<file path="src/rtl/srv1_pkg.sv">
// srv1_pkg: control-word bit positions, writeback select, load/store funct3 codes and memory FSM states.
// Shared by memory_stage and mem_align.
package srv1_pkg;
    localparam int CTR_MEM_RD = 0;
    localparam int CTR_MEM_WR = 1;
    localparam int CTR_REG_WR = 2;
    localparam int CTR_WB_LO  = 3;
    localparam int CTR_WB_HI  = 4;

    typedef enum logic [1:0] {
        WB_ALU    = 2'd0,
        WB_LOAD   = 2'd1,
        WB_INC_PC = 2'd2,
        WB_RSVD   = 2'd3
    } wb_sel_t;

    localparam logic [2:0] FN3_B  = 3'b000;
    localparam logic [2:0] FN3_H  = 3'b001;
    localparam logic [2:0] FN3_W  = 3'b010;
    localparam logic [2:0] FN3_BU = 3'b100;
    localparam logic [2:0] FN3_HU = 3'b101;

    typedef logic [0:0] state_t;
    localparam state_t ST_IDLE     = 1'b0;
    localparam state_t ST_WAIT_ACK = 1'b1;

    // fn3[1:0] encodes the access size for both loads and stores.
    function automatic logic is_misaligned(input logic [2:0] fn3, input logic [1:0] a);
        return ((fn3[1:0] == FN3_H[1:0]) && a[0]) ||
               ((fn3[1:0] == FN3_W[1:0]) && (a != 2'b00));
    endfunction
endpackage

</file>
<file path="src/rtl/mem_align.sv">
// mem_align: store byte-lane replication/enables and load lane extraction with sign/zero extension.
// Latency: combinational. Backpressure: none.
// Flow control: none (pure function of its inputs).
module mem_align
    import srv1_pkg::*;
(
    input  logic [2:0]  fn3,
    input  logic [1:0]  addr_lo,
    input  logic [31:0] store_data,
    input  logic [31:0] load_word,
    output logic [31:0] wdata,
    output logic [3:0]  be,
    output logic [31:0] load_data
);
    logic [7:0]  ld_byte;
    logic [15:0] ld_half;

    always_comb begin
        ld_byte = load_word[{addr_lo, 3'b000} +: 8];
        ld_half = addr_lo[1] ? load_word[31:16] : load_word[15:0];

        wdata = store_data;
        be    = 4'b0000;
        case (fn3)
            FN3_B: begin
                wdata = {4{store_data[7:0]}};
                be    = 4'b0001 << addr_lo;
            end
            FN3_H: begin
                wdata = {2{store_data[15:0]}};
                be    = addr_lo[1] ? 4'b1100 : 4'b0011;
            end
            FN3_W:   be = 4'b1111;
            default: be = 4'b0000;
        endcase

        case (fn3)
            FN3_B:   load_data = {{24{ld_byte[7]}}, ld_byte};
            FN3_H:   load_data = {{16{ld_half[15]}}, ld_half};
            FN3_W:   load_data = load_word;
            FN3_BU:  load_data = {24'd0, ld_byte};
            FN3_HU:  load_data = {16'd0, ld_half};
            default: load_data = 32'd0;
        endcase
    end
endmodule

</file>
<file path="src/rtl/memory_stage.sv">
// memory_stage: data-bus access, alignment and writeback buffer; MEM_MISALIGN_TRAP_EN enables the misalignment trap.
// Latency: non-memory ops reach wb_* after 1 cycle, memory ops on the edge after the dbus_ack cycle.
// Backpressure: stall_out holds upstream while a bus access waits for dbus_ack; clk_en freezes everything.
module memory_stage
    import srv1_pkg::*;
(
    input  logic        clk,
    input  logic        sync_rst_n,
    input  logic        clk_en,
    input  logic        invalidate,
    input  logic [4:0]  ctr_in,
    input  logic [31:0] inst_in,
    input  logic [31:0] alu_in,
    input  logic [29:0] inc_pc_in,
    input  logic [31:0] rs2_data_in,
    input  logic        branch_taken_in,
    output logic        dbus_req,
    output logic        dbus_we,
    output logic [29:0] dbus_addr,
    output logic [31:0] dbus_wdata,
    output logic [3:0]  dbus_be,
    input  logic [31:0] dbus_rdata,
    input  logic        dbus_ack,
    output logic        redirect_valid,
    output logic [29:0] redirect_pc,
    output logic        stall_out,
    output logic [4:0]  mem_rd_address,
    output logic        mem_writes_rd,
    output logic        wb_reg_wr,
    output logic [4:0]  wb_rd,
    output logic [31:0] wb_data
`ifdef MEM_MISALIGN_TRAP_EN
    ,
    output logic        misalign_out
`endif
);
    state_t      state;
    wb_sel_t     wb_sel;
    logic        rd_op, wr_op, mem_op, misalign, in_wait, issue, upd, kill, kill_pend;
    logic [2:0]  fn3;
    logic [4:0]  rd;
    logic [31:0] fmt_wdata, load_data, wb_next;
    logic [3:0]  fmt_be;
    logic        hold_we;
    logic [29:0] hold_addr;
    logic [31:0] hold_wdata;
    logic [3:0]  hold_be;
    logic        unused_inst;

    assign rd_op  = ctr_in[CTR_MEM_RD];
    assign wr_op  = ctr_in[CTR_MEM_WR];
    assign wb_sel = wb_sel_t'(ctr_in[CTR_WB_HI:CTR_WB_LO]);
    assign fn3    = inst_in[14:12];
    assign rd     = inst_in[11:7];
    assign unused_inst = &{1'b0, inst_in[31:15], inst_in[6:0]};

`ifdef MEM_MISALIGN_TRAP_EN
    assign misalign = (rd_op | wr_op) & is_misaligned(fn3, alu_in[1:0]);
`else
    assign misalign = 1'b0;
`endif

    // A trapped access never touches the bus, so it must not stall either.
    assign mem_op  = (rd_op | wr_op) & ~misalign;
    assign in_wait = (state == ST_WAIT_ACK);
    assign issue   = ~in_wait & mem_op & clk_en;

    assign dbus_req   = sync_rst_n & (issue | in_wait);
    assign dbus_we    = in_wait ? hold_we    : wr_op;
    assign dbus_addr  = in_wait ? hold_addr  : alu_in[31:2];
    assign dbus_wdata = in_wait ? hold_wdata : fmt_wdata;
    assign dbus_be    = in_wait ? hold_be    : fmt_be;

    assign stall_out      = (mem_op | in_wait) & ~dbus_ack;
    assign upd            = clk_en & ~stall_out;
    assign kill           = invalidate | kill_pend;
    assign redirect_valid = branch_taken_in;
    assign redirect_pc    = alu_in[31:2];
    assign mem_rd_address = rd;
    assign mem_writes_rd  = ctr_in[CTR_REG_WR] & (rd != 5'd0);

    mem_align u_align (
        .fn3        (fn3),
        .addr_lo    (alu_in[1:0]),
        .store_data (rs2_data_in),
        .load_word  (dbus_rdata),
        .wdata      (fmt_wdata),
        .be         (fmt_be),
        .load_data  (load_data)
    );

    always_comb begin
        wb_next = alu_in;
        case (wb_sel)
            WB_LOAD:   wb_next = load_data;
            WB_INC_PC: wb_next = {inc_pc_in, 2'b00};
            default:   wb_next = alu_in;
        endcase
    end

    // The ack is only consumed while clk_en is high; the bus request stays up until then.
    always_ff @(posedge clk) begin
        if (!sync_rst_n) begin
            state <= ST_IDLE;
        end else if (clk_en) begin
            if (!in_wait && mem_op && !dbus_ack)
                state <= ST_WAIT_ACK;
            else if (in_wait && dbus_ack)
                state <= ST_IDLE;
        end
    end

    always_ff @(posedge clk) begin
        if (sync_rst_n && issue && !dbus_ack) begin
            hold_we    <= wr_op;
            hold_addr  <= alu_in[31:2];
            hold_wdata <= fmt_wdata;
            hold_be    <= fmt_be;
        end
    end

    // An invalidate seen while stalled must still kill the result when it finally lands.
    always_ff @(posedge clk) begin
        if (!sync_rst_n)
            kill_pend <= 1'b0;
        else if (upd)
            kill_pend <= 1'b0;
        else if (invalidate)
            kill_pend <= 1'b1;
    end

    always_ff @(posedge clk) begin
        if (!sync_rst_n) begin
            wb_reg_wr <= 1'b0;
            wb_rd     <= 5'd0;
            wb_data   <= 32'd0;
        end else if (upd) begin
            wb_reg_wr <= mem_writes_rd & ~kill & ~misalign;
            wb_rd     <= rd;
            wb_data   <= wb_next;
        end
    end

`ifdef MEM_MISALIGN_TRAP_EN
    always_ff @(posedge clk) begin
        if (!sync_rst_n)
            misalign_out <= 1'b0;
        else if (upd)
            misalign_out <= misalign;
    end
`endif
endmodule

</file>
<file path="config.mk">
export PLATFORM = sky130hd
export DESIGN_NAME = memory_stage
export DESIGN_NICKNAME = d
export VERILOG_FILES = /design/src/rtl/srv1_pkg.sv /design/src/rtl/mem_align.sv /design/src/rtl/memory_stage.sv
export SDC_FILE = /design/constraint.sdc
export NUM_CORES = 1
export LEC_CHECK = 0
export BUFFER_PORTS_ARGS = -buffer_cell sky130_fd_sc_hd__buf_2
export CORE_AREA = 2 2 121 123
export CTS_BUF_LIST = sky130_fd_sc_hd__clkbuf_8
export DETAILED_ROUTE_END_ITERATION = 7
export DIE_AREA = 0 0 123 125
export PLACE_DENSITY = 0.8
export REMOVE_ABC_BUFFERS = 1
export SETUP_SLACK_MARGIN = 0.02
export SLEW_MARGIN = 0
export SYNTH_ARGS = -nofsm -noshare
export SYNTH_HDL_FRONTEND = slang
export SYNTH_HIERARCHICAL = 1
export SYNTH_SLANG_ARGS = --single-unit
</file>
<file path="constraint.sdc">
create_clock -name clk -period 10.1 [get_ports clk]
set_input_delay 1.515 -clock clk [delete_from_list [all_inputs] [get_ports clk]]
set_output_delay 1.515 -clock clk [all_outputs]
set_load 0.02 [all_outputs]
</file>
==> results.cfg, run 1 <==
[status]
status = completed

[power]
p_int_uw = 690
combPwrFrac_pct = 26.0
seqPwrFrac_pct = 48.7
switching_power_uw = 325
cellPowerDensity_nw_per_um2 = 134
swShare_pct = 32.0
ir_drop_mv = 0.125
p_leak_nw = 3.39
p_clk_share_pct = 25.2

[drt]
ant_nets = 0
dr_total_vias = 5313
drc = 0
dr.pass1.iters = 5
routed_via_density = 5.45
wirelength_um = 17600
dr.first_iter.drc_count = 295
drt-wirelength-per-cell_um = 18.0

[die]
die_y_um = 125
coreArea_um2 = 14200
start_util_pct = 43.9
die_area_um2 = 15400
fp.dieW_um = 123
ioPinCount = 313
fp-row-count = 44

[worst_hold_path]
hold_path_end = wb_rd[1]$_SDFFE_PN0P_
hold_depth = 2
min_from = wb_rd[1]$_SDFFE_PN0P_
hp-class = reg2reg

[clock_tree]
cts_root_buffer = clkbuf_8
worst_skew_pair.late_latency_ps = 390
cts_setup_buffers = 0
tritoncts = built
clock-sinks = 107
cts_max_level = 3
clkTransAtPathRegs_ps = 100
cts_buffers = 9
postCtsResizedCells = 0
clock_path_buffers = 2
cts_hold_buf = 0

[worst_setup_path]
reg2reg_slack_ps = 7980
crit_family = simple AND/OR/NAND/NOR gates
slowest_delay_ps = 890
crit_type = in2out
critical_path_arrival_ps = 3540
r2r_cells = 3
path_max_fanout = 24
cp-start-kind = primary input
cp-end-kind = output port
regToRegEndpoint = wb_data[30]$_SDFFE_PN0P_
r2r-start = in_wait$_SDFFE_PN0P_
cp_cell_sequence = buf_2 > nor2_2 > mux2_2 > mux2_2 > buf_2
crit_path_top_delay_cell = nor2_2
cp_num_buf_inv = 2
required_ps = 8590

[layout]
final.fill_count = 1300
final_cell_mix = buf_2, mux2_2, edfxtp_1
final_common_cell = buf_2
layout-area-overhead-vs-synth_pct = 22.0
n_antenna_cell = 0
nNetsFinal = 956
post-route-util_pct = 53.5
drive_gt1_share_pct = 52.7

[grt]
grt_pass1_wl_um = 26600
antenna_found_initial = 1
grt_usage_pct = 22.2
grt_max_degree = 73
grt_overflow_total = 0
grt_pass1_vias = 5070

[timing]
skew_ps = 11.8
setup_viol = 0
rsz0062_at_grt = false
fin_tns_setup_ps = 0
hold_viol = 0
max_freq_mhz = 198
worst_slew_pin_slew_ps = 1080
fin_crit_sh_pct = 50.1
period_needed_ps = 5060
final_max_slew_viol_count = 0
slew-limit-headroom_pct = 27.8

[synthesis]
ys_seq_elements = 107
netlist_area_um2 = 6230
synth.avg_cell_area_um2 = 10.9
synthFlopType = edfxtp_1
async_flop_share_pct = 0
yosysWarnings = 6
ys_seq_area_share_pct = 45.2
synth.distinct_cells = 44
synth_area_leaders = edfxtp_1, mux2_2, dfxtp_1
yosysTopAreaCell = edfxtp_1
synth_edf_count = 67
synth.top_cell.area_share_pct = 32.3
syn-instance-count = 571

[placement]
dp_hpwl_um = 12400
portBuffers = 286
gp_congestion = 0.830

[job]
drv_cap = 0
## cell type report
| type | instances | area (um2) | area share, % |
|---|---|---|---|
| Clock buffer | 10 | 138 | 1.81 |
| Clock inverter | 6 | 46.3 | 0.609 |
| Inverter | 7 | 26.3 | 0.346 |
| Multi-Input combinational cell | 370 | 2880 | 37.9 |
| Sequential cell | 107 | 2820 | 37.1 |
| Tap cell | 184 | 230 | 3.03 |
| Timing Repair Buffer | 290 | 1460 | 19.2 |
## synthesized netlist by cell type, types with 2 or more instances
master      n
o2bb2ai_1   6
nand3_1     5
a21o_1     16
nand3b_1    2
a22oi_1    30
a21oi_1    34
buf_4      44
dfxtp_1    40
buf_6       4
nor3_1      5
nand2b_1    4
a311oi_1    2
edfxtp_1   67
inv_1       6
nor2_1     17
ha_1        2
o21ai_0    38
a22o_1     30
mux2_2     98
clkbuf_1   26
buf_1       3
buf_2      10
mux2i_1    16
nand2_1    45
nor3_2      2
## worst min-delay path: stages, from the launching register on
cell	delay, ps
dfxtp_1	320
nand3_1	60
a21oi_1	50
## per-stage QoR
| stage | power [mW] | instance area [um2] | hold WS, ps | setup slack (ps) | std cells |
|---|---|---|---|---|---|
| 2_1_floorplan | 0.651 | 5690 | 474 | 1350 | 484 |
| 3_3_place_gp | 0.765 | 7410 | 452 | 5030 | 958 |
| 3_5_place_dp | 0.769 | 7410 | 458 | 5040 | 958 |
| 4_1_cts | 1.03 | 7600 | 472 | 5020 | 974 |
| 5_1_grt | 1.06 | 7600 | 491 | 4910 | 974 |
| 6_report | 1.01 | 7600 | 470 | 5040 | 974 |
## power groups by stage
stage	sequential, mW	combinational (mW)	clock, mW
after global routing	0.497	0.286	0.279
after global placement	0.504	0.261	0
after floorplan	0.513	0.138	0
after detailed placement	0.504	0.264	0
final	0.495	0.264	0.256
after CTS	0.495	0.265	0.266
## routing by layer
metal	share of wire, %	track usage [%]
met5	0.074	0
met4	2.6	8.62
met3	7.6	5.47
met2	49	36.9
met1	41	27.8
## cells by family (layout without fill, tap and decap cells)
logic type	Yosys count	after routing	synth area share [%]
and+or+nand+nor	90	90	7.05
muxes	115	115	20.7
buffers and inverters	94	313	9.00
AOI/OAI and AO/OA	163	163	17.7
DFF	107	107	45.2
adders and majority gates	2	2	0.402
## flip-flops by register name (all words and copies together), names as in the netlist
name,flops
hold_wdata,32
wb_data,32
hold_addr,30
wb_rd,5
hold_be,4
hold_we,1
in_wait,1
kill_pend,1
wb_reg_wr,1
## worst max path at each step
stage                start                     end  slack [ps]  cells after the start
6_report       inst_in[13]          dbus_wdata[19]        5040                      5
5_1_grt        inst_in[13]          dbus_wdata[16]        4910                      5
4_1_cts        inst_in[13]          dbus_wdata[16]        5020                      5
3_5_place_dp   inst_in[13]          dbus_wdata[16]        5040                      5
3_3_place_gp   inst_in[13]          dbus_wdata[16]        5030                      5
2_1_floorplan     dbus_ack  hold_addr[0]$_DFFE_PP_        1350                      1
Power figures use the tool's default switching activity.
==> run 2: changes to the inputs <==
- CORE_AREA: 2 2 121 123 -> default
- CORE_MARGIN: default -> 2
- CORE_UTILIZATION: default -> 43
- DIE_AREA: 0 0 123 125 -> default
- PLACE_DENSITY: 0.8 -> 0.81
- clock period: 10.1 -> 4.5 ns (I/O delays scaled with it)
==> run 2 against run 1 <==
Effect of this change: register-to-register slack lost 5600 ps; critical path type unchanged; die area grew 0.57%; sequential power grew 120%; clock power grew 140%; cell count grew 0.21%; clock skew shrank 1.4 ps; first-iteration DRC count grew 6.4%; critical path depth is the same.
==> results.cfg, run 2 (synthesis gave the netlist of run 1 again) <==
[status]
status = completed

[die]
fp.dieW_um = 124
die_area_um2 = 15500
die_y_um = 124
fp-row-count = 43
ioPinCount = 313
start_util_pct = 44.5
coreArea_um2 = 14000

[layout]
post-route-util_pct = 54.6
regArea_um2 = 2820
final_cell_mix = buf_2, mux2_2, edfxtp_1
final_cell_count_no_fill = 976
final_common_cell = buf_2
layout-area-overhead-vs-synth_pct = 22.6
drive_gt1_share_pct = 52.8
final.fill_count = 1259
fin_area_um2 = 7640
reg_top3 = hold_wdata (32), wb_data (32), hold_addr (30)
multi_input_area_um2 = 2880
nNetsFinal = 959

[clock_tree]
cts_setup_buffers = 0
clock-sinks = 107
tritoncts = built
clock_path_buffers = 2
cts_root_buffer = clkbuf_8
cts_hold_buf = 0
worst_skew_pair.late_latency_ps = 380
cts_buffers = 9
clkTransAtPathRegs_ps = 100
cts_max_level = 3
postCtsResizedCells = 0

[drt]
dr_total_vias = 5368
dr.first_iter.drc_count = 314
ant_nets = 0
drt-wirelength-per-cell_um = 18.2
wirelength_um = 17800
drc = 0
dr.pass1.iters = 5
routed_via_density = 5.50

[worst_setup_path]
critical_path_arrival_ps = 2360
crit_path_top_delay_cell = nor3_4
slowest_delay_ps = 550
cp-end-kind = output port
cp-start-kind = primary input
regToRegEndpoint = wb_data[17]$_SDFFE_PN0P_
required_ps = 3830
cp_num_buf_inv = 2
crit_family = multiplexers
r2r_cells = 3
r2r-start = in_wait$_SDFFE_PN0P_
cp_cell_sequence = buf_2 > nor3_4 > mux2_2 > mux2_2 > buf_2
path_max_fanout = 20
reg2reg_slack_ps = 2400
crit_type = in2out

[worst_hold_path]
hold_depth = 2
hold_path_end = wb_rd[4]$_SDFFE_PN0P_
min_from = wb_rd[4]$_SDFFE_PN0P_
hp-class = reg2reg

[grt]
grt_pass1_vias = 5123
grt_usage_pct = 22.3
grt_max_degree = 73
antenna_found_initial = 3
grt_overflow_total = 0
grt_pass1_wl_um = 27700

[timing]
final_max_slew_viol_count = 0
period_needed_ps = 3040
rsz0062_at_grt = false
hold_viol = 0
setup_viol = 0
worst_slew_pin_slew_ps = 1020
max_freq_mhz = 329
slew-limit-headroom_pct = 31.9
skew_ps = 10.4
fin_crit_sh_pct = 67.5

[power]
ir_drop_mv = 0.220
power_mw = 2.31
cellPowerDensity_nw_per_um2 = 303
p_leak_nw = 3.42

[placement]
gp_congestion = 0.830
dp_hpwl_um = 13100
placedInstanceArea_um2 = 7430
portBuffers = 286
dp_cells = 957

[job]
drv_cap = 0
run 2: worst max path at each step:
stage | from | endpoint | slack [ps] | cells past startpoint
floorplan | in_wait$_SDFFE_PN0P_ | hold_addr[0]$_DFFE_PP_ | -3940 | 1
global placement | alu_in[1] | wb_data[10]$_SDFFE_PN0P_ | 1380 | 7
detailed placement | alu_in[1] | wb_data[10]$_SDFFE_PN0P_ | 1340 | 7
CTS | inst_in[12] | dbus_be[2] | 1450 | 6
global route | inst_in[14] | dbus_wdata[27] | 1310 | 7
finish | inst_in[12] | dbus_wdata[8] | 1460 | 5
run 2: power by group:
part / leakage, nW / switching [mW] / total, mW / internal (mW)
logic: 2.38 / 0.348 / 0.595 / 0.247
registers: 0.938 / 0.0303 / 1.11 / 1.08
clock network: 0.104 / 0.346 / 0.608 / 0.262
run 2: tightest hold or removal path: stages, from the launching register on:
cell	delay [ps]
dfxtp_1	320
nand3_1	60
a21oi_1	60
run 2: cell type report:
cell class	count	share of cell area, %
diodes	3	0.0983
clock buffers	9	1.62
clock inverters	7	0.983
inverters	7	0.344
multi-input cells	370	37.7
flip-flops and latches	107	36.9
well taps	180	2.95
repair buffers	293	19.4
run 2: per-layer routing:
| metal | up-vias | track usage, % | part of all wire (%) |
|---|---|---|---|
| met5 | - | 0 | 0 |
| met4 | 0 | 6.41 | 1.7 |
| met3 | 22 | 5.46 | 6.1 |
| met2 | 238 | 38.2 | 50 |
| met1 | 2573 | 27.9 | 42 |
| li1 | 2535 | - | - |
run 2: metrics by stage:
| stage | setup WS [ps] | TNS, ps | hold slack, ps |
|---|---|---|---|
| finish | 1460 | 0 | 475 |
| global placement | 1380 | 0 | 451 |
| global route | 1310 | 0 | 469 |
| CTS | 1450 | 0 | 465 |
| detailed placement | 1340 | 0 | 458 |
| floorplan | -3940 | -264050 | 474 |
==> run 3: changes to the inputs <==
- clock period: 4.5 -> 2.5 ns (I/O delays scaled with it)
==> run 3 against run 2 <==
Effect of this change: register-to-register slack lost 1800 ps; highest routed layer unchanged; worst hold slack lost 270 ps; largest cell class unchanged; core utilization grew 0.84 points; total power grew 75%; clock power grew 56%; worst setup slack lost 1100 ps; design area grew 1.5%; clock-buffer cell count is the same.
==> results.cfg, run 3 (synthesis gave the netlist of run 1 again) <==
[layout]
final_cell_mix = buf_2, mux2_2, edfxtp_1
final_common_cell = buf_2
final.fill_count = 1291
post-route-util_pct = 55.4
reg_top3 = hold_wdata (32), wb_data (32), hold_addr (30)
drive_gt1_share_pct = 53.5
layout-area-overhead-vs-synth_pct = 24.5
nNetsFinal = 974

[grt]
use_met1_pct = 29.5
grt_pass1_wl_um = 28500
grt_util_met2_pct = 38.4
grt.met3_usage_pct = 4.68
grt_max_degree = 72
grt-busiest-layer = met2
grt_usage_pct = 22.9
antenna_found_initial = 1
grt_overflow_total = 0
grt_pass1_vias = 5298

[worst_hold_path]
hp-class = in2reg

[clock_tree]
clock-sinks = 107
worst_skew_pair.late_latency_ps = 370
cts_buffers = 9
postCtsResizedCells = 0
clkTransAtPathRegs_ps = 100
clock_path_buffers = 2
cts_setup_buffers = 0
tritoncts = built
cts_max_level = 3
cts_hold_buf = 0
cts_root_buffer = clkbuf_8

[timing]
period_needed_ps = 2140
fin_crit_sh_pct = 85.6
slew-limit-headroom_pct = 19.9
skew_ps = 13.5
hold_viol = 0
final_max_slew_viol_count = 0
max_freq_mhz = 467
setup_viol = 0
rsz0062_at_grt = false
worst_slew_pin_slew_ps = 1200

[worst_setup_path]
critical_path_arrival_ps = 1770
path_max_fanout = 8
crit_type = in2out
cp-end-kind = output port
crit_path_top_delay_cell = mux2_2
cp_cell_sequence = buf_2 > nor3_4 > buf_4 > mux2_2 > mux2_2 > buf_2
crit_start = inst_in[13]
timing.critical_path.to = dbus_wdata[15]
crit_cells = 6
r2r-start = in_wait$_SDFFE_PN0P_
crit_family = multiplexers
r2r_cells = 4
cp-start-kind = primary input
reg2reg_slack_ps = 570
required_ps = 2120
slowest_delay_ps = 370
regToRegEndpoint = wb_data[29]$_SDFFE_PN0P_
cp_num_buf_inv = 3

[drt]
dr_total_vias = 5383
ant_nets = 0
dr.first_iter.drc_count = 281
drt-wirelength-per-cell_um = 18.6
wirelength_um = 18400
dr.pass1.iters = 5
routed_via_density = 5.45
drc = 0

[job]
drv_cap = 0

[die]
start_util_pct = 44.5
die_area_um2 = 15500
fp.dieW_um = 124
fp-row-count = 43
die_y_um = 124
ioPinCount = 313
coreArea_um2 = 14000

[placement]
portBuffers = 286
dp_hpwl_um = 13500
gp_congestion = 0.861

[power]
power_mw = 4.06
ir_drop_mv = 0.417
p_leak_nw = 3.49
cellPowerDensity_nw_per_um2 = 523

[status]
status = completed
[run 3: changes by cell type in the layout (fill, tap and decap cells not counted), moves of 2 or more]
cell	change
buf_4	+11
diode_2	-2
buf_12	+4
inv_6	-2
[run 3: through the flow]
step | cells | instance area (um2) | setup TNS (ps) | setup slack [ps] | hold slack (ps)
floorplan | 484 | 5690 | -440660 | -5940 | 474
global placement | 972 | 7590 | 0 | 159 | 451
detailed placement | 972 | 7590 | 0 | 136 | 459
CTS | 987 | 7750 | 0 | 363 | 181
global route | 987 | 7750 | 0 | 300 | 187
finish | 988 | 7750 | 0 | 360 | 205
[run 3: layout make-up]
cell class              instances  area (um2)  area share [%]
diodes                          1        2.50          0.0323
clock buffers                   9         124            1.60
clock inverters                 6        35.0           0.452
inverters                       7        26.3           0.339
multi-input cells             370        2880            37.1
flip-flops and latches        107        2820            36.3
well taps                     180         225            2.90
repair buffers                308        1650            21.2
[run 3: worst register-to-register path, cell delays in order (launching register included)]
cell and delay (ps):
dfxtp_4 390, nor4b_4 60, nor3_4 950, buf_4 330, a22o_1 150
[run 3: worst min path at each step]
stage / to / startpoint / cells past startpoint / slack (ps)
after floorplan: hold_addr[0]$_DFFE_PP_ / alu_in[2] / 0 / 470
after global placement: wb_rd[4]$_SDFFE_PN0P_ / wb_rd[4]$_SDFFE_PN0P_ / 2 / 450
after detailed placement: wb_data[30]$_SDFFE_PN0P_ / wb_data[30]$_SDFFE_PN0P_ / 1 / 460
after CTS: hold_addr[7]$_DFFE_PP_ / alu_in[9] / 1 / 180
after global routing: hold_addr[24]$_DFFE_PP_ / alu_in[26] / 1 / 190
final: hold_addr[7]$_DFFE_PP_ / alu_in[9] / 1 / 210
[run 3: layer usage]
layer / vias to the layer above / part of all wire (%)
li1: 2558 / -
met1: 2548 / 43
met2: 243 / 49
met3: 34 / 6.0
met4: 0 / 2.6
met5: - / 0
[run 3: power breakdown]
part,total (mW),internal [mW],switching (mW)
combinational,1.14,0.469,0.671
sequential,1.97,1.94,0.0258
clock,0.948,0.351,0.597
